`src/rtl/consumer.sv`:
```
// consumer: read-domain agent of the async FIFO. Pops words into a small circular
// prefetch buffer and presents them downstream on a valid/ready stream.
module consumer #(
  parameter int unsigned DATA_WIDTH = 32,
  parameter int unsigned BUF_DEPTH  = 4,
  parameter int unsigned CNT_WIDTH  = 16
) (
  input  logic                  r_clk,
  input  logic                  rrst,
  input  logic                  rd_req,
  input  logic                  f_empty,
  input  logic [DATA_WIDTH-1:0] fifo_rdata,
  output logic                  r_en,
  output logic [DATA_WIDTH-1:0] d_out,
  output logic                  d_valid,
  input  logic                  d_ready,
  output logic                  busy,
  output logic [CNT_WIDTH-1:0]  word_cnt
);

  localparam int unsigned PTR_W = $clog2(BUF_DEPTH);
  localparam int unsigned OCC_W = $clog2(BUF_DEPTH + 1);
  localparam int unsigned SUM_W = OCC_W + 1;

  typedef enum logic [1:0] {IDLE, ACTIVE, DRAIN} state_t;

  state_t                  state, state_nxt;
  logic [DATA_WIDTH-1:0]   buf_mem [BUF_DEPTH];
  logic [PTR_W-1:0]        wr_ptr, rd_ptr, wr_ptr_nxt, rd_ptr_nxt;
  logic [OCC_W-1:0]        count, count_nxt;
  logic                    inflight;
  logic                    hs, land, pending, room;
  logic                    r_en_nxt;
  logic [DATA_WIDTH-1:0]   head, d_out_nxt;

  // Next-state, pointer and output computation
  always_comb begin
    state_nxt  = state;
    hs         = d_valid & d_ready;
    land       = inflight;
    count_nxt  = count + OCC_W'(land) - OCC_W'(hs);
    wr_ptr_nxt = wr_ptr + PTR_W'(land);
    rd_ptr_nxt = rd_ptr + PTR_W'(hs);
    pending    = (count != '0) | inflight | r_en;
    room       = (SUM_W'(count) + SUM_W'(inflight) + SUM_W'(r_en)) < SUM_W'(BUF_DEPTH);
    r_en_nxt   = rd_req & ~f_empty & room;
    // A word landing into a buffer that empties this cycle becomes the head directly
    head       = (land && (count == OCC_W'(hs))) ? fifo_rdata : buf_mem[rd_ptr_nxt];
    d_out_nxt  = (count_nxt != '0) ? head : '0;

    case (state)
      IDLE:    if (rd_req) state_nxt = ACTIVE;
      ACTIVE:  if (!rd_req) state_nxt = pending ? DRAIN : IDLE;
      DRAIN: begin
        if (rd_req)        state_nxt = ACTIVE;
        else if (!pending) state_nxt = IDLE;
      end
      default: state_nxt = IDLE;
    endcase
  end

  always_ff @(posedge r_clk or posedge rrst) begin
    if (rrst) begin
      state    <= IDLE;
      wr_ptr   <= '0;
      rd_ptr   <= '0;
      count    <= '0;
      inflight <= 1'b0;
      r_en     <= 1'b0;
      d_valid  <= 1'b0;
      d_out    <= '0;
      busy     <= 1'b0;
      word_cnt <= '0;
    end else begin
      state    <= state_nxt;
      wr_ptr   <= wr_ptr_nxt;
      rd_ptr   <= rd_ptr_nxt;
      count    <= count_nxt;
      inflight <= r_en;
      r_en     <= r_en_nxt;
      d_valid  <= (count_nxt != '0);
      d_out    <= d_out_nxt;
      busy     <= (state_nxt != IDLE);
      word_cnt <= word_cnt + CNT_WIDTH'(hs);
    end
  end

  // Buffer storage needs no reset; entries are only read while counted valid
  always_ff @(posedge r_clk) begin
    if (inflight) buf_mem[wr_ptr] <= fifo_rdata;
  end

endmodule

```
`config.mk`:
```
export PLATFORM = sky130hd
export DESIGN_NAME = consumer
export DESIGN_NICKNAME = d
export VERILOG_FILES = /design/src/rtl/consumer.sv
export SDC_FILE = /design/constraint.sdc
export NUM_CORES = 1
export LEC_CHECK = 0
export ABC_AREA = 1
export BUFFER_PORTS_ARGS = -buffer_cell sky130_fd_sc_hd__buf_2
export CORE_MARGIN = 10
export CORE_UTILIZATION = 60
export CTS_CLUSTER_SIZE = 20
export DETAILED_ROUTE_END_ITERATION = 8
export GPL_TIMING_DRIVEN = 1
export PLACE_DENSITY = 0.81
export RECOVER_POWER = 25
export SLEW_MARGIN = 20
export SYNTH_ARGS = -nofsm -noshare
export SYNTH_HDL_FRONTEND = slang
export SYNTH_SLANG_ARGS = --single-unit
```
`constraint.sdc`:
```
create_clock -name r_clk -period 5.9 [get_ports r_clk]
set_clock_uncertainty 0.2 [all_clocks]
set_input_delay 0 -clock r_clk [delete_from_list [all_inputs] [get_ports r_clk]]
set_output_delay 0 -clock r_clk [all_outputs]
set_load 0.03 [all_outputs]
```
* Word level (Yosys, flattened, before mapping)
Memories as Yosys holds them, arrays and structs flattened.
Cells that the tools add are included.
** Storage, ports and cells
- Register bits :: 61
- RAM bits :: 128
- Input bits :: 37
- Output and inout bits :: 51
- Word-level logic and storage cells :: 43
- Memories :: 1
** Memories
- buf_mem :: depth 4, bits a word 32, read ports 1, clocked after Yosys merged registers in 0, write ports 1, RTL line 28 : logic [DATA_WIDTH-1:0] buf_mem [BUF_DEPTH];
** Cells by class
- Add/sub/neg operators :: 7
- $lt $le $gt $ge :: 1
- Eq/ne operators :: 3
- Multiplexer cells :: 10
- Bitwise gates (word level) :: 6
- Reduce and logical (&&, ||, !) cells :: 5
** Operators with widths (number)
- two-way mux 32 bit :: 2
- adder 16 x 1 -> 16 bit :: 1
- two-way mux 2 bit :: 5
- case mux 2 bit (3 select lines) :: 1
- nonzero test 3 bit :: 2
- adder 2 x 1 -> 2 bit :: 2
- adder 3 x 1 -> 4 bit :: 1
- adder 4 x 1 -> 4 bit :: 1
- less-than comparator 4 x 3 -> 1 bit, second input constant :: 1
- adder 3 x 1 -> 3 bit :: 1
- AND 1 bit :: 3
- == test 3 x 1 -> 1 bit :: 1
- subtractor 3 x 1 -> 3 bit :: 1
- == test 2 x 1 -> 1 bit, second input constant :: 1
- == test 2 bit, second input constant :: 1
- zero test 2 bit :: 1
- two-way mux 1 bit :: 2
- bitwise OR 1 bit :: 2
- nonzero test 2 bit :: 1
- logical AND 1 bit :: 1
- inverter 1 bit :: 1

* Logic depth before layout (Yosys ltp)
- Depth in word-level cells :: 7
- Depth in mapped cells :: 11
- Depth with buffers taken out :: 10

* Worst setup path before layout
OpenSTA, ideal clock, no wires.
- Kind :: reg2reg
- Start point :: reg inflight
- End point :: mem buf_mem[1][0], enable pin
- Setup time :: 0.461 ns
- Arrival :: 2.764 ns
- Required time :: 5.239 ns
- Slack :: 2.475 ns
- Stages on the path, launching flop included :: 3
- Buffers on the path :: 0
- Clock period less this slack :: 3.425 ns
- Cells stage by stage :: dfrtp_1 -> inv_1 -> nor3_1
** On the way
- Cells in the longest elaborated chain, start to end :: 2
** Ends and longest elaborated chain
- start: declaration :: RTL line 31 : logic inflight;
- start signal: assignment :: RTL line 79 : inflight <= r_en;
- two-way mux 1 bit :: RTL line 90 : if (inflight) buf_mem[wr_ptr] <= fifo_rdata;
- two-way mux 1 bit (not written as such) :: RTL line 90
- end: declaration :: RTL line 28
Every way passes these cells.

* Final worst setup path
- Start point :: reg d_valid
- End point :: reg d_out[5]
** On the way
- Cells in the longest elaborated chain, start to end :: 5
- Elaborated cells between the ends (all ways) :: 9
- Those cells by class :: add/sub: 2; eq/ne: 1; mux: 2; bitwise: 1; reduce/logical: 2; memory: 1
** Ends and longest elaborated chain
- start: declaration :: RTL line 15 : output logic d_valid,
- start signal: assignment :: RTL line 81 : d_valid <= (count_nxt != '0);
- AND 1 bit :: RTL line 39 : hs = d_valid & d_ready;
- adder 2 x 1 -> 2 bit :: RTL line 43 : rd_ptr_nxt = rd_ptr + PTR_W'(hs);
- net rd_ptr_nxt[0] :: RTL line 29 : logic [PTR_W-1:0] wr_ptr, rd_ptr, wr_ptr_nxt, rd_ptr_nxt;
- memory (4 x 32 bit)
- two-way mux 32 bit :: RTL line 48 : head = (land && (count == OCC_W'(hs))) ? fifo_rdata : buf_mem[rd_ptr_nxt];
- two-way mux 32 bit :: RTL line 49 : d_out_nxt = (count_nxt != '0) ? head : '0;
- net d_out_nxt[5] :: RTL line 34 : logic [DATA_WIDTH-1:0] head, d_out_nxt;
- end signal: assignment :: RTL line 82 : d_out <= d_out_nxt;
- end: declaration :: RTL line 14 : output logic [DATA_WIDTH-1:0] d_out,
The timed path passes the listed nets, and every way through them passes these cells.

==> metrics.yaml <==
status:
  status: "completed"
sta:
  rsz0062_at_grt: "false"
  timing.final.ws_setup_ns: 2.41
  setup_viol: 0
  hold_violations: 0
  timing.fmax_ghz: 0.287
  fin_crit_sh_pct: 59.1
  worst_slew_pin_slew_ns: 0.988
  fin_crit_ns: 3.49
  relSlewSlack_pct: 33.8
  tns_ns: 0
  slew_violations: 0
clock_tree:
  cts.path.max_buffers: 2
  cts.clk_slew.worst_paths_ns: 0.06
  htreeDepth: 4
  root_buffer: "clkbuf_16"
  insertion_delay_ns: 0.43
  cts_inserted_buffers: 17
  clock-sinks: 189
  post_cts_buffers: 0
  cts_tree: "done"
global_routing:
  grt_max_degree: 67
  grt_overflow: 0
  grt_pass1_wl_um: 28000
  grt_pass1_vias: 5698
  antenna_found_initial: 0
  grt.total_usage_pct: 19.6
placed_design:
  io_buffers: 87
  place_worst_setup_slack_ns: 2.77
  gp_congestion: 0.784
  dp_hpwl_um: 10000
  placed_area_sq_um: 8590
layout:
  final_area_sq_um: 9520
  drive_above_1_share_pct: 12.8
  syn2layout_area_growth_pct: 18.1
  multi_input_area_sq_um: 2290
  nets: 974
  seqCellArea_sq_um: 5370
  nFillCells: 940
route:
  drt-vias-per-instance: 5.13
  vias: 5731
  first_iter_violations: 508
  drc: 0
  wl_um: 17700
  ant_nets: 0
  drt_pass1_iterations: 5
  wl_per_cell_um: 15.8
setup_path:
  criticalPathCategory: "reg -> reg"
  worst-path-buf-inv: 3
  path_max_fanout: 66
  cpPeakStageDelay_ns: 0.97
  critPathSlowestCell: "clkinv_2"
  r2r-start: "d_valid"
  start_kind: "register"
  crit_path_cell_trace: "nand2_1 > inv_1 > ha_2 > buf_4 > clkinv_2 > nand2_1 > nand2_1 > nand2_1 > nand2_1 > nor2_1 > nor2_2"
  worstPathArrival_ns: 3.61
  path_delay_family: "buffers and inverters"
  cpMostUsedCell: "nand2_1"
  critPathLaunch: "d_valid"
  endpoint_kind: "register"
  crit_required_ns: 6.02
power_and_ir_drop:
  clockPowerShare_pct: 23.7
  power_frac_comb_pct: 39.5
  p_switching_w: 0.00197
  p_seq_share_pct: 36.7
  p_int_w: 0.00289
  switching_share_pct: 40.5
  power_w: 0.00485
  p_leak_nw: 4.47
  vdd_drop_max_uv: 230
  powerDensity_nw_per_um2: 510
hold_path:
  hold_class: "in -> reg"
  hold_path.startpoint: "rd_req"
synthesis:
  synth-edff-count: 128
  syn_inst: 808
  netlist.area_leader.share_pct: 47.7
  synth.area.top_cells: "edfxtp_1, dfrtp_1, nand2_1"
  synth.cell_area_sq_um: 8070
  yosysTopAreaCell: "edfxtp_1"
  synth_flop_cell: "edfxtp_1"
  synth-seq-cells: 189
  async_reset_ff_share_pct: 32.3
  synth.distinct_cells: 24
  yosysMostFrequentCell: "nand2_1"
  synth.top_cells.by_count: "nand2_1, edfxtp_1, nor2_1"
  synth_nets: 854
  yosys_warnings: 0
  seq_area_frac_synth_pct: 66.6
  synth.avg_cell_area_sq_um: 9.98
die:
  start_util_pct: 61.1
  dieWidth_um: 136
  rows: 42
  core_sq_um: 13200
  die-area_sq_um: 18500
  ios: 88
  die_y_um: 136
job:
  drv_cap: 0
## power groups by stage
stage	clock [W]	combinational [W]	sequential, W
detailed placement	0	0.00189	0.00181
global route	0.00122	0.00214	0.00180
finish	0.00115	0.00192	0.00178
CTS	0.00116	0.00192	0.00178
global placement	0	0.00183	0.00180
floorplan	0	0.00122	0.00204
## repair_timing
action / 4_1_cts / 5_1_grt
gates resized for setup: 0 / 0
hold buffers: 36 / 0
setup endpoints to repair: 0 / 0
hold endpoints to repair: 226 / 0
## cell usage in the layout (no fill, tap or decap), types with 6 or more instances in the layout
master	synthesis	routed
inv_1	56	55
clkbuf_1	0	29
clkbuf_16	0	17
ha_1	8	7
edfxtp_1	128	128
nand2_1	372	372
buf_4	6	9
nand3_1	40	40
xnor2_1	6	6
dlygate4sd3_1	0	36
buf_2	15	59
nor2_1	73	73
nor2_2	10	10
dfrtp_1	61	61
## sequential cells by signal, indices dropped and copies added (netlist names)
| signal | count |
|---|---|
| buf_mem | 128 |
| d_out | 32 |
| word_cnt | 16 |
| count | 3 |
| rd_ptr | 2 |
| state | 2 |
| wr_ptr | 2 |
| busy | 1 |
| d_valid | 1 |
| inflight | 1 |
| r_en | 1 |
## worst register-to-register path: cells and delay by family (launching register included)
| kind | cells | cell delay, ns |
|---|---|---|
| flip-flops | 1 | 0.41 |
| buffers and inverters | 3 | 1.66 |
| adder cells (fa/ha/maj) | 1 | 0.32 |
| AND/OR/NAND/NOR | 7 | 0.79 |
## worst paths after layout
path                                  end  slack [ns]  depth (start not counted)
worst max-delay path             d_out[5]        2.41                         11
worst min-delay path             state[0]        0.12                          4
worst max register to register   d_out[5]        2.41                         11
worst min register to register   inflight        0.26                          0
max in group asynchronous       d_out[16]        4.82                          4
min in group asynchronous        d_out[2]        0.16                          4
## routing by layer
layer  GRT usage (%)  share of wire [%]  up-vias  wire, um
met4            9.47                2.7        0       473
li1                -                  -     2803         -
met1            22.5                 40     2685      7150
met5               0                  0        -         0
met2            33.6                 51      198      8960
met3            4.94                6.3       45      1120
## kinds of logic after synthesis
logic type	Yosys count	synth area share [%]
adder cells (fa/ha/maj)	9	1.49
flip-flops	189	66.6
AND/OR/NAND/NOR	510	25.3
AO/OA/AOI/OAI	3	0.186
buffers and inverters	88	5.49
XOR/XNOR	9	0.977
## layout make-up
cell class / count / area share [%]
Timing Repair Buffer: 132 / 8.70
Antenna cell: 1 / 0.0263
Multi-Input combinational cell: 531 / 24.0
Clock inverter: 14 / 1.77
Clock buffer: 18 / 4.51
Sequential cell: 189 / 56.4
Tap cell: 176 / 2.31
Inverter: 57 / 2.26
## metrics by stage
step	utilization, %	cells	hold slack [ns]
after detailed placement	65.1	1049	0.0306
after global routing	72.2	1117	0.171
after global placement	65.1	1049	0.0264
after floorplan	-	808	-0.101
final	72.2	1118	0.123
after CTS	72.4	1117	0.111
Note: power is estimated with default switching activity, not from simulation.
